--- src/rtl/lsu_pkg.sv ---
// lsu_pkg: shared definitions for the load/store unit.
//   - funct3 encodings for the RISC-V load/store widths
//   - FSM state type for the Wishbone master
//   - helpers: access legality check, store byte-lane select, store data replication
package lsu_pkg;

   localparam logic [2:0] F3_B  = 3'b000;
   localparam logic [2:0] F3_H  = 3'b001;
   localparam logic [2:0] F3_W  = 3'b010;
   localparam logic [2:0] F3_BU = 3'b100;
   localparam logic [2:0] F3_HU = 3'b101;

   typedef enum logic [1:0] {
      IDLE,
      REQ,
      WAIT
   } lsu_state_t;

   // 1 when the access is misaligned for its width or funct3 is not a load/store width.
   function automatic logic lsu_access_err(input logic [2:0] funct3, input logic [1:0] addr_lo);
      logic err;
      case (funct3)
         F3_B, F3_BU: err = 1'b0;
         F3_H, F3_HU: err = addr_lo[0];
         F3_W:        err = (addr_lo != 2'b00);
         default:     err = 1'b1;
      endcase
      return err;
   endfunction

   function automatic logic [3:0] lsu_store_sel(input logic [2:0] funct3,
                                                input logic [1:0] addr_lo);
      logic [3:0] sel;
      case (funct3)
         F3_B, F3_BU: sel = 4'b0001 << addr_lo;
         F3_H, F3_HU: sel = addr_lo[1] ? 4'b1100 : 4'b0011;
         default:     sel = 4'b1111;
      endcase
      return sel;
   endfunction

   // Replicate the LSB-aligned store data across every lane it may land in.
   function automatic logic [31:0] lsu_store_data(input logic [2:0]  funct3,
                                                  input logic [31:0] wr_data);
      logic [31:0] data;
      case (funct3)
         F3_B, F3_BU: data = {4{wr_data[7:0]}};
         F3_H, F3_HU: data = {2{wr_data[15:0]}};
         default:     data = wr_data;
      endcase
      return data;
   endfunction

endpackage

--- src/rtl/lsu_load_align.sv ---
// lsu_load_align: combinational load data formatting.
//   addr_lo_i  byte offset of the load within the word
//   funct3_i   load width/signedness
//   rd_data_i  raw word from the bus
//   data_o     selected lane, sign- or zero-extended (word passes through)
module lsu_load_align
   import lsu_pkg::*;
(
   input  logic [1:0]  addr_lo_i,
   input  logic [2:0]  funct3_i,
   input  logic [31:0] rd_data_i,
   output logic [31:0] data_o
);

   logic [7:0]  byte_lane;
   logic [15:0] half_lane;

   always_comb begin
      byte_lane = rd_data_i[7:0];
      case (addr_lo_i)
         2'd0:    byte_lane = rd_data_i[7:0];
         2'd1:    byte_lane = rd_data_i[15:8];
         2'd2:    byte_lane = rd_data_i[23:16];
         default: byte_lane = rd_data_i[31:24];
      endcase
      half_lane = addr_lo_i[1] ? rd_data_i[31:16] : rd_data_i[15:0];

      case (funct3_i)
         F3_B:    data_o = {{24{byte_lane[7]}}, byte_lane};
         F3_BU:   data_o = {24'h0, byte_lane};
         F3_H:    data_o = {{16{half_lane[15]}}, half_lane};
         F3_HU:   data_o = {16'h0, half_lane};
         F3_W:    data_o = rd_data_i;
         default: data_o = 32'h0;
      endcase
   end

endmodule

--- src/rtl/lsu_wb_master.sv ---
// lsu_wb_master: memory-stage load/store unit driving a pipelined Wishbone master.
//   Request side : req_valid/req_ready handshake, req_wr, req_funct3, req_addr, req_wr_data,
//                  flush cancels an in-flight operation.
//   Response side: rsp_valid single-cycle pulse, rsp_rd_data formatted load data, rsp_err.
//   Bus side     : wb_cyc, wb_stb, wb_wr_en, wb_addr (word aligned), wb_wr_data, wb_wr_sel,
//                  wb_ack, wb_stall, wb_rd_data.
//   Optional     : define LSU_ACK_TIMEOUT_EN to build an ack watchdog that ends a transaction
//                  with rsp_err after TIMEOUT_CYCLES cycles in REQ/WAIT.
module lsu_wb_master
   import lsu_pkg::*;
#(
   parameter  int unsigned MEMORY_BYTES   = 1024,
   parameter  int unsigned TIMEOUT_CYCLES = 16,
   localparam int unsigned ADDR_WIDTH     = $clog2(MEMORY_BYTES)
) (
   input  logic                  clk,
   input  logic                  rst_n,
   input  logic                  req_valid,
   output logic                  req_ready,
   input  logic                  req_wr,
   input  logic [2:0]            req_funct3,
   input  logic [ADDR_WIDTH-1:0] req_addr,
   input  logic [31:0]           req_wr_data,
   input  logic                  flush,
   output logic                  rsp_valid,
   output logic [31:0]           rsp_rd_data,
   output logic                  rsp_err,
   output logic                  wb_cyc,
   output logic                  wb_stb,
   output logic                  wb_wr_en,
   output logic [ADDR_WIDTH-1:0] wb_addr,
   output logic [31:0]           wb_wr_data,
   output logic [3:0]            wb_wr_sel,
   input  logic                  wb_ack,
   input  logic                  wb_stall,
   input  logic [31:0]           wb_rd_data
);

   lsu_state_t            state_q, state_d;
   logic [2:0]            funct3_q, funct3_d;
   logic [1:0]            addr_lo_q, addr_lo_d;
   logic [ADDR_WIDTH-1:0] wb_addr_q, wb_addr_d;
   logic [31:0]           wb_wr_data_q, wb_wr_data_d;
   logic [3:0]            wb_wr_sel_q, wb_wr_sel_d;
   logic                  wb_wr_en_q, wb_wr_en_d;
   logic                  wb_cyc_q, wb_cyc_d;
   logic                  wb_stb_q, wb_stb_d;
   logic                  rsp_valid_q, rsp_valid_d;
   logic                  rsp_err_q, rsp_err_d;
   logic [31:0]           rsp_rd_data_q, rsp_rd_data_d;
   logic [31:0]           load_data;
   logic                  complete, abort, timeout_hit;

   assign req_ready = rst_n && (state_q == IDLE) && !flush;

   lsu_load_align u_load_align (
      .addr_lo_i (addr_lo_q),
      .funct3_i  (funct3_q),
      .rd_data_i (wb_rd_data),
      .data_o    (load_data)
   );

`ifdef LSU_ACK_TIMEOUT_EN
   localparam int unsigned TmoW = $clog2(TIMEOUT_CYCLES + 1);

   logic [TmoW-1:0] tmo_cnt_q, tmo_cnt_d;

   // Counter is 0 in the first REQ cycle, so it reads N-1 in the N-th busy cycle.
   always_comb begin
      tmo_cnt_d = (state_q == IDLE) ? '0 : tmo_cnt_q + TmoW'(1);
   end

   always_ff @(posedge clk) begin
      if (!rst_n) begin
         tmo_cnt_q <= '0;
      end else begin
         tmo_cnt_q <= tmo_cnt_d;
      end
   end

   assign timeout_hit = (state_q != IDLE) && (tmo_cnt_q == TmoW'(TIMEOUT_CYCLES - 1));
`else
   logic unused_timeout_cfg;
   assign unused_timeout_cfg = ^TIMEOUT_CYCLES;
   assign timeout_hit        = 1'b0;
`endif

   always_comb begin
      state_d       = state_q;
      funct3_d      = funct3_q;
      addr_lo_d     = addr_lo_q;
      wb_addr_d     = wb_addr_q;
      wb_wr_data_d  = wb_wr_data_q;
      wb_wr_sel_d   = wb_wr_sel_q;
      wb_wr_en_d    = wb_wr_en_q;
      wb_cyc_d      = wb_cyc_q;
      wb_stb_d      = wb_stb_q;
      rsp_valid_d   = 1'b0;
      rsp_err_d     = 1'b0;
      rsp_rd_data_d = 32'h0;
      complete      = 1'b0;
      abort         = 1'b0;

      unique case (state_q)
         IDLE: begin
            if (req_valid && req_ready) begin
               if (lsu_access_err(req_funct3, req_addr[1:0])) begin
                  // Rejected without touching the bus.
                  rsp_valid_d = 1'b1;
                  rsp_err_d   = 1'b1;
               end else begin
                  state_d      = REQ;
                  funct3_d     = req_funct3;
                  addr_lo_d    = req_addr[1:0];
                  wb_addr_d    = {req_addr[ADDR_WIDTH-1:2], 2'b00};
                  wb_wr_en_d   = req_wr;
                  wb_wr_sel_d  = req_wr ? lsu_store_sel(req_funct3, req_addr[1:0]) : 4'b0000;
                  wb_wr_data_d = req_wr ? lsu_store_data(req_funct3, req_wr_data) : 32'h0;
                  wb_cyc_d     = 1'b1;
                  wb_stb_d     = 1'b1;
               end
            end
         end
         REQ: begin
            if (flush) begin
               abort = 1'b1;
            end else if (!wb_stall) begin
               if (wb_ack) begin
                  complete = 1'b1;
               end else begin
                  state_d  = WAIT;
                  wb_stb_d = 1'b0;
               end
            end
         end
         WAIT: begin
            if (flush) begin
               abort = 1'b1;
            end else if (wb_ack) begin
               complete = 1'b1;
            end
         end
         default: abort = 1'b1;
      endcase

      if (timeout_hit && !abort && !complete) begin
         abort       = 1'b1;
         rsp_valid_d = 1'b1;
         rsp_err_d   = 1'b1;
      end

      if (complete) begin
         rsp_valid_d   = 1'b1;
         rsp_rd_data_d = wb_wr_en_q ? 32'h0 : load_data;
      end

      if (abort || complete) begin
         state_d    = IDLE;
         wb_cyc_d   = 1'b0;
         wb_stb_d   = 1'b0;
         wb_wr_en_d = 1'b0;
      end
   end

   always_ff @(posedge clk) begin
      if (!rst_n) begin
         state_q       <= IDLE;
         funct3_q      <= '0;
         addr_lo_q     <= '0;
         wb_addr_q     <= '0;
         wb_wr_data_q  <= '0;
         wb_wr_sel_q   <= '0;
         wb_wr_en_q    <= 1'b0;
         wb_cyc_q      <= 1'b0;
         wb_stb_q      <= 1'b0;
         rsp_valid_q   <= 1'b0;
         rsp_err_q     <= 1'b0;
         rsp_rd_data_q <= '0;
      end else begin
         state_q       <= state_d;
         funct3_q      <= funct3_d;
         addr_lo_q     <= addr_lo_d;
         wb_addr_q     <= wb_addr_d;
         wb_wr_data_q  <= wb_wr_data_d;
         wb_wr_sel_q   <= wb_wr_sel_d;
         wb_wr_en_q    <= wb_wr_en_d;
         wb_cyc_q      <= wb_cyc_d;
         wb_stb_q      <= wb_stb_d;
         rsp_valid_q   <= rsp_valid_d;
         rsp_err_q     <= rsp_err_d;
         rsp_rd_data_q <= rsp_rd_data_d;
      end
   end

   assign wb_cyc      = wb_cyc_q;
   assign wb_stb      = wb_stb_q;
   assign wb_wr_en    = wb_wr_en_q;
   assign wb_addr     = wb_addr_q;
   assign wb_wr_data  = wb_wr_data_q;
   assign wb_wr_sel   = wb_wr_sel_q;
   assign rsp_valid   = rsp_valid_q;
   assign rsp_err     = rsp_err_q;
   assign rsp_rd_data = rsp_rd_data_q;

endmodule

--- config.mk ---
export PLATFORM = sky130hd
export DESIGN_NAME = lsu_wb_master
export DESIGN_NICKNAME = d
export VERILOG_FILES = /design/src/rtl/lsu_pkg.sv /design/src/rtl/lsu_load_align.sv /design/src/rtl/lsu_wb_master.sv
export SDC_FILE = /design/constraint.sdc
export NUM_CORES = 1
export LEC_CHECK = 0
export CORE_MARGIN = 2
export CORE_UTILIZATION = 42
export DETAILED_ROUTE_END_ITERATION = 7
export GPL_ROUTABILITY_DRIVEN = 0
export GPL_TIMING_DRIVEN = 0
export PLACE_DENSITY_LB_ADDON = 0.05
export SETUP_SLACK_MARGIN = 0.4
export SLEW_MARGIN = 20
export SYNTH_ARGS = -nofsm -noshare
export SYNTH_HDL_FRONTEND = slang
export SYNTH_SLANG_ARGS = --single-unit
export TNS_END_PERCENT = 5
--- constraint.sdc ---
create_clock -name clk -period 2.3 [get_ports clk]
set_clock_uncertainty 0.2 [all_clocks]
set_input_delay 0.69 -clock clk [delete_from_list [all_inputs] [get_ports clk]]
set_output_delay 0.69 -clock clk [all_outputs]
set_load 0.02 [all_outputs]
Yosys cells after proc, flatten, opt, wreduce, memory -nomap -nowiden. Index checks and enable logic that the tools add are counted.

Flip-flop bits (word level): 88. Input bits: 84. Output and inout port bits: 84. Word-level logic and storage cells: 85.

Equality and inequality tests: 17. Shift operators: 1. Multiplexer cells: 34. Bitwise operators: 3. Reduce and logical (&&, ||, !) cells: 18.

Operator list (number): 32-bit case mux with 5 select lines (1); 32-bit case mux with 2 select lines (1); 32-bit 2-to-1 mux (1); 8-bit case mux with 3 select lines (1); 1-bit 2-to-1 mux (16); 16-bit 2-to-1 mux (1); 3-bit equality test, second input constant (4); 2-bit 2-to-1 mux (5); 4-bit 2-to-1 mux (2); 2-bit != test, second input constant (4); 4-bit case mux with 2 select lines (1); 2-bit OR reduction (4); 3-bit by 1-bit equality test with 1-bit output, second input constant (2); 3-bit by 2-bit equality test with 1-bit output, second input constant (2); 3-bit logical NOT (2); 1-bit case mux with 2 select lines (3); 6-bit AND reduction (1); 2-bit by 1-bit equality test with 1-bit output, second input constant (2); 2-bit equality test, second input constant (2); 2-bit logical NOT (2); 2-bit case mux with 2 select lines (1); 2-bit nonzero test (2); 1-bit by 2-bit left shift with 4-bit output, first input constant (1); 1-bit logical AND (3); 7 further kinds (9).

Depth between registers and ports, before layout.
Word-level depth: 10. Gate-level depth with buffers: 9. Mapped depth without buffers: 6.

Hierarchy. From an unflattened synthesis, not the netlist that was laid out.

Cells, all modules: 430. Area total of the unflattened synthesis: 4294.1 um^2.

Modules (own cells, without submodules): lsu_wb_master (times used 1, cells an instance 296, area an instance 3223.1 um^2, sequential area each 1741.7 um^2); lsu_load_align (times used 1, cells an instance 134, area an instance 1071.0 um^2, sequential area each 0.0 um^2).

Least setup slack after synthesis. OpenSTA, ideal clock, no wires.

Kind: reg2reg. Start: register state_q[0]. End: register wb_wr_data_q[6] (netlist: wb_wr_data[6]). Library setup time: 0.117 ns. Arrival time: 1.865 ns. Required time: 1.983 ns. Setup slack: 0.118 ns. Stages on the path, launching flop included: 10. Path buffers: 3. Clock period less this slack: 2.182 ns. Path through: dfxtp_1 > inv_1 > ha_1 > and4b_1 > o21a_1 > buf_6 > and2_4 > buf_6 > buf_6 > a22o_1.

Word-level cells in the longest chain between the ends: 5.

RTL lines: from (decl) (line lsu_wb_master.sv:39) `lsu_state_t state_q, state_d;`; from (signal assigned) (line lsu_wb_master.sv:180) `state_q <= state_d;`; 2-bit logical NOT (*) (line lsu_wb_master.sv:54, lsu_wb_master.sv:104); 1-bit logical AND (2 in series) (line lsu_wb_master.sv:54) `assign req_ready = rst_n && (state_q == IDLE) && !flush;`; 1-bit logical AND (line lsu_wb_master.sv:106) `if (req_valid && req_ready) begin`; 3-bit AND reduction (no source line) (*); to (signal assigned) (line lsu_wb_master.sv:184) `wb_wr_data_q <= wb_wr_data_d;`; to (decl) (line lsu_wb_master.sv:43) `logic [31:0] wb_wr_data_q, wb_wr_data_d;`.

Mark *: on every way between the ends. The rest lies on a longest branch, timed or not. A chain may end at the register's enable or synchronous reset.

Worst setup path after layout.
Start: register rsp_rd_data_q[29] (netlist: rsp_rd_data[29]). End: output rsp_rd_data[29].

RTL lines: from (decl) (line lsu_wb_master.sv:50) `logic [31:0] rsp_rd_data_q, rsp_rd_data_d;`; from (signal assigned) (line lsu_wb_master.sv:191) `rsp_rd_data_q <= rsp_rd_data_d;`; to (decl) (line lsu_wb_master.sv:26) `output logic [31:0] rsp_rd_data,`.

No word-level cell between the ends.

==> impl_metrics.yaml <==
timing:
  min_period_over_period_pct: 93.6
  setup_violations: 0
  hold_viol: 0
  fmax_ghz: 0.464
  rsz0062_at_grt: "yes"
  worst_slew_margin_rel_pct: 61.2
  drv_slew: 0
  finalCriticalPeriod_ns: 2.15
  worst_pin_slew_ns: 0.582
cells_and_area:
  instances_no_fill: 676
  finalInstanceArea_um2: 6060
  area_growth_pct: 63.1
  final_nets: 650
  drive_above_1_share_pct: 18.7
  post-route-util_pct: 70.2
  antenna-diode-count: 0
global_route:
  antenna_found_initial: 0
  grt_util_all_layers_pct: 24.1
  grt_pass1_vias: 3605
  overflow: 0
  grt_first_pass_wirelength_mm: 18.4
  grt_max_degree: 17
power_and_ir_drop:
  p_sw_share_pct: 27.0
  p_per_area_nw_per_um2: 547
  peakVddDrop_mv: 0.350
  power.switching_uw: 895
  p_leak_uw: 0.00261
  pwr-share-comb_pct: 20.2
  intPower_uw: 2420
  p_seq_share_pct: 47.0
  p_clk_share_pct: 32.8
drt:
  drc: 0
  avgRoutedWirePerCell_um: 17.3
  viasPerCell: 5.30
  vias: 3583
  ant_nets: 0
  wl_mm: 11.7
  drt_pre_antenna_iters: 5
  first_iter_violations: 164
placement:
  placed_cell_area_um2: 5520
  hpwl_mm: 8.51
  place_inst: 642
  portBuffers: 164
cts:
  path_clk_slew_ns: 0.09
  cts_buffer_depth: 2
  cts_tree: "built"
  cts_num_sinks: 87
  h-tree-depth: 3
  clk_latency_ns: 0.35
  cts_buffers: 9
  cts_root_buf: "clkbuf_8"
critical_path:
  rr_worst_depth: 8
  worstPathMaxFanout: 1
  crit_buf_inv: 1
  worstPathRequired_ns: 1.41
  endpoint_kind: "output port"
  rr_startpoint: "state_q[1]"
  path_delay_family: "buffers and inverters"
  cp-startpoint: "rsp_rd_data[29]"
  reg2reg_to: "rsp_rd_data[16]"
  max_stage_delay_ns: 0.59
  crit_end: "rsp_rd_data[29]"
  crit_path_top_delay_cell: "clkdlybuf4s50_1"
  cp.arrival_ns: 1.26
  path_class: "reg -> out"
  cp.depth: 1
  crit_path_start_kind: "register"
  crit_chain: "clkdlybuf4s50_1"
  r2r_slack_ns: 0.19
floorplanning:
  dieWidth_um: 98.0
  die_h_um: 98.0
  start_util_pct: 43.0
  rows: 34
  die-area_um2: 9610
  pin_count: 168
  fp.coreArea_um2: 8640
logic_synthesis:
  synth_ff_type: "dfxtp_1"
  yosys.area.top_type: "dfxtp_1"
  synth_edf_count: 0
  syn_area_um2: 3710
  synthCells: 369
  yosysTopAreaCellShare_pct: 46.9
  synthTopCellsByArea: "dfxtp_1 47%, mux2i_1 10%, o2bb2ai_1 5.2%, a21oi_1 4.7%, nand2_1 4.3%"
  yosysSeqAreaShare_pct: 46.9
  async_reset_ff_share_pct: 0
  syn_avg_cell_area_um2: 10.1
  postSynthRegisterBits: 87
  synth_cell_type_count: 40
  yosys_warnings: 0
job:
  maxCapViolCount: 0
status:
  outcome: "completed"
worst_hold_path:
  min_from: "wb_wr_sel[3]"
  hold_class: "reg -> reg"
-- repair_timing --
item,CTS,global route
endpoints found under the setup margin,167,164
hold endpoints to repair,0,0
setup buffers,11,3
cloned,2,2
hold buffers,0,0
resized for setup,122,34
pin swaps,6,3
-- cells by family after synthesis --
| group | synth area share (%) |
|---|---|
| other cells | 0.101 |
| flops | 46.9 |
| buf+inv | 5.59 |
| mux | 13.3 |
| compound gates | 22.0 |
| fa+ha+maj | 1.01 |
| simple gates | 11.1 |
-- Yosys cell counts, drive strengths merged, types with 5 or more instances --
library cell,instances
a22oi,9
a21boi,5
nor2b,12
o2bb2ai,22
nor2,16
mux2i,37
a22o,16
o21ai,14
dfxtp,87
inv,5
mux4,5
a21oi,35
clkbuf,6
a222oi,5
nand2,43
buf,24
-- metrics by stage --
stage / TNS [ns] / power (µW) / hold slack, ns / setup WS [ns]
2_1_floorplan: 0 / 1860 / 0.296 / 0.258
3_3_place_gp: -35.86 / 2140 / 0.244 / -0.760
3_5_place_dp: -38.43 / 2150 / 0.245 / -0.779
4_1_cts: 0 / 3280 / 0.271 / 0.127
5_1_grt: 0 / 3450 / 0.286 / 0.0962
6_report: 0 / 3310 / 0.266 / 0.147
-- cell type report --
cell class                 instances  area, µm²
sequential                        87       1750
clock buffer                       9        124
fill                             693       2580
tap                              108        135
inverter                           5       23.8
buffer                            30        262
clock inverter                     7       77.6
multi-input combinational        248       1910
timing repair buffer             182       1780
-- how the worst min path moves through the flow --
stage,endpoint,slack (ns),depth (start not counted)
3_3_place_gp,wb_wr_data[21],0.24,1
2_1_floorplan,state_q[1],0.30,2
3_5_place_dp,wb_wr_sel[3],0.25,1
6_report,wb_wr_sel[3],0.27,1
4_1_cts,wb_wr_sel[3],0.27,1
5_1_grt,wb_wr_data[18],0.29,1
-- power by group through the flow --
stage               Clock (µW)  Combinational (µW)  Sequential (µW)
floorplan                    0                 237             1620
global placement             0                 548             1590
CTS                       1110                 620             1560
global route              1180                 718             1560
detailed placement           0                 559             1590
finish                    1090                 670             1560
-- flip-flops by register name, summed over array words and instances (netlist names) --
register     count
rsp_err          1
wb_wr_data      32
wb_wr_en         1
rsp_rd_data     32
rsp_valid        1
state_q          2
addr_lo_q        2
wb_wr_sel        4
funct3_q         3
wb_addr          8
wb_cyc           1
-- layer usage --
layer	vias up	wire (µm)	track usage, %
met5	-	0	0
met3	36	756	5.58
met1	1673	4980	31.3
li1	1727	-	-
met2	147	5580	38.1
met4	0	404	11.1
-- cell usage in the layout (no fill, tap or decap), types with 3 or more instances in the layout --
cell type | synthesis | layout
a222oi_1 | 5 | 5
dlymetal6s2s_1 | 0 | 6
buf_8 | 0 | 4
nor2_1 | 16 | 12
mux2i_1 | 37 | 37
a21oi_4 | 0 | 3
clkbuf_8 | 0 | 10
a21oi_2 | 0 | 3
o21ai_0 | 10 | 10
a22o_1 | 16 | 16
inv_4 | 0 | 3
a21boi_0 | 5 | 5
dfxtp_1 | 87 | 85
clkdlybuf4s50_1 | 0 | 90
buf_6 | 6 | 13
clkbuf_1 | 6 | 3
a21oi_1 | 35 | 29
o2bb2ai_1 | 22 | 21
inv_1 | 5 | 3
dlygate4sd2_1 | 0 | 62
a22oi_1 | 9 | 9
mux4_2 | 5 | 5
nor3_1 | 3 | 3
nor2_2 | 0 | 3
nor2b_1 | 12 | 10
buf_4 | 4 | 16
buf_2 | 13 | 11
nand2_1 | 43 | 41
(Power assumes the default switching activity.)
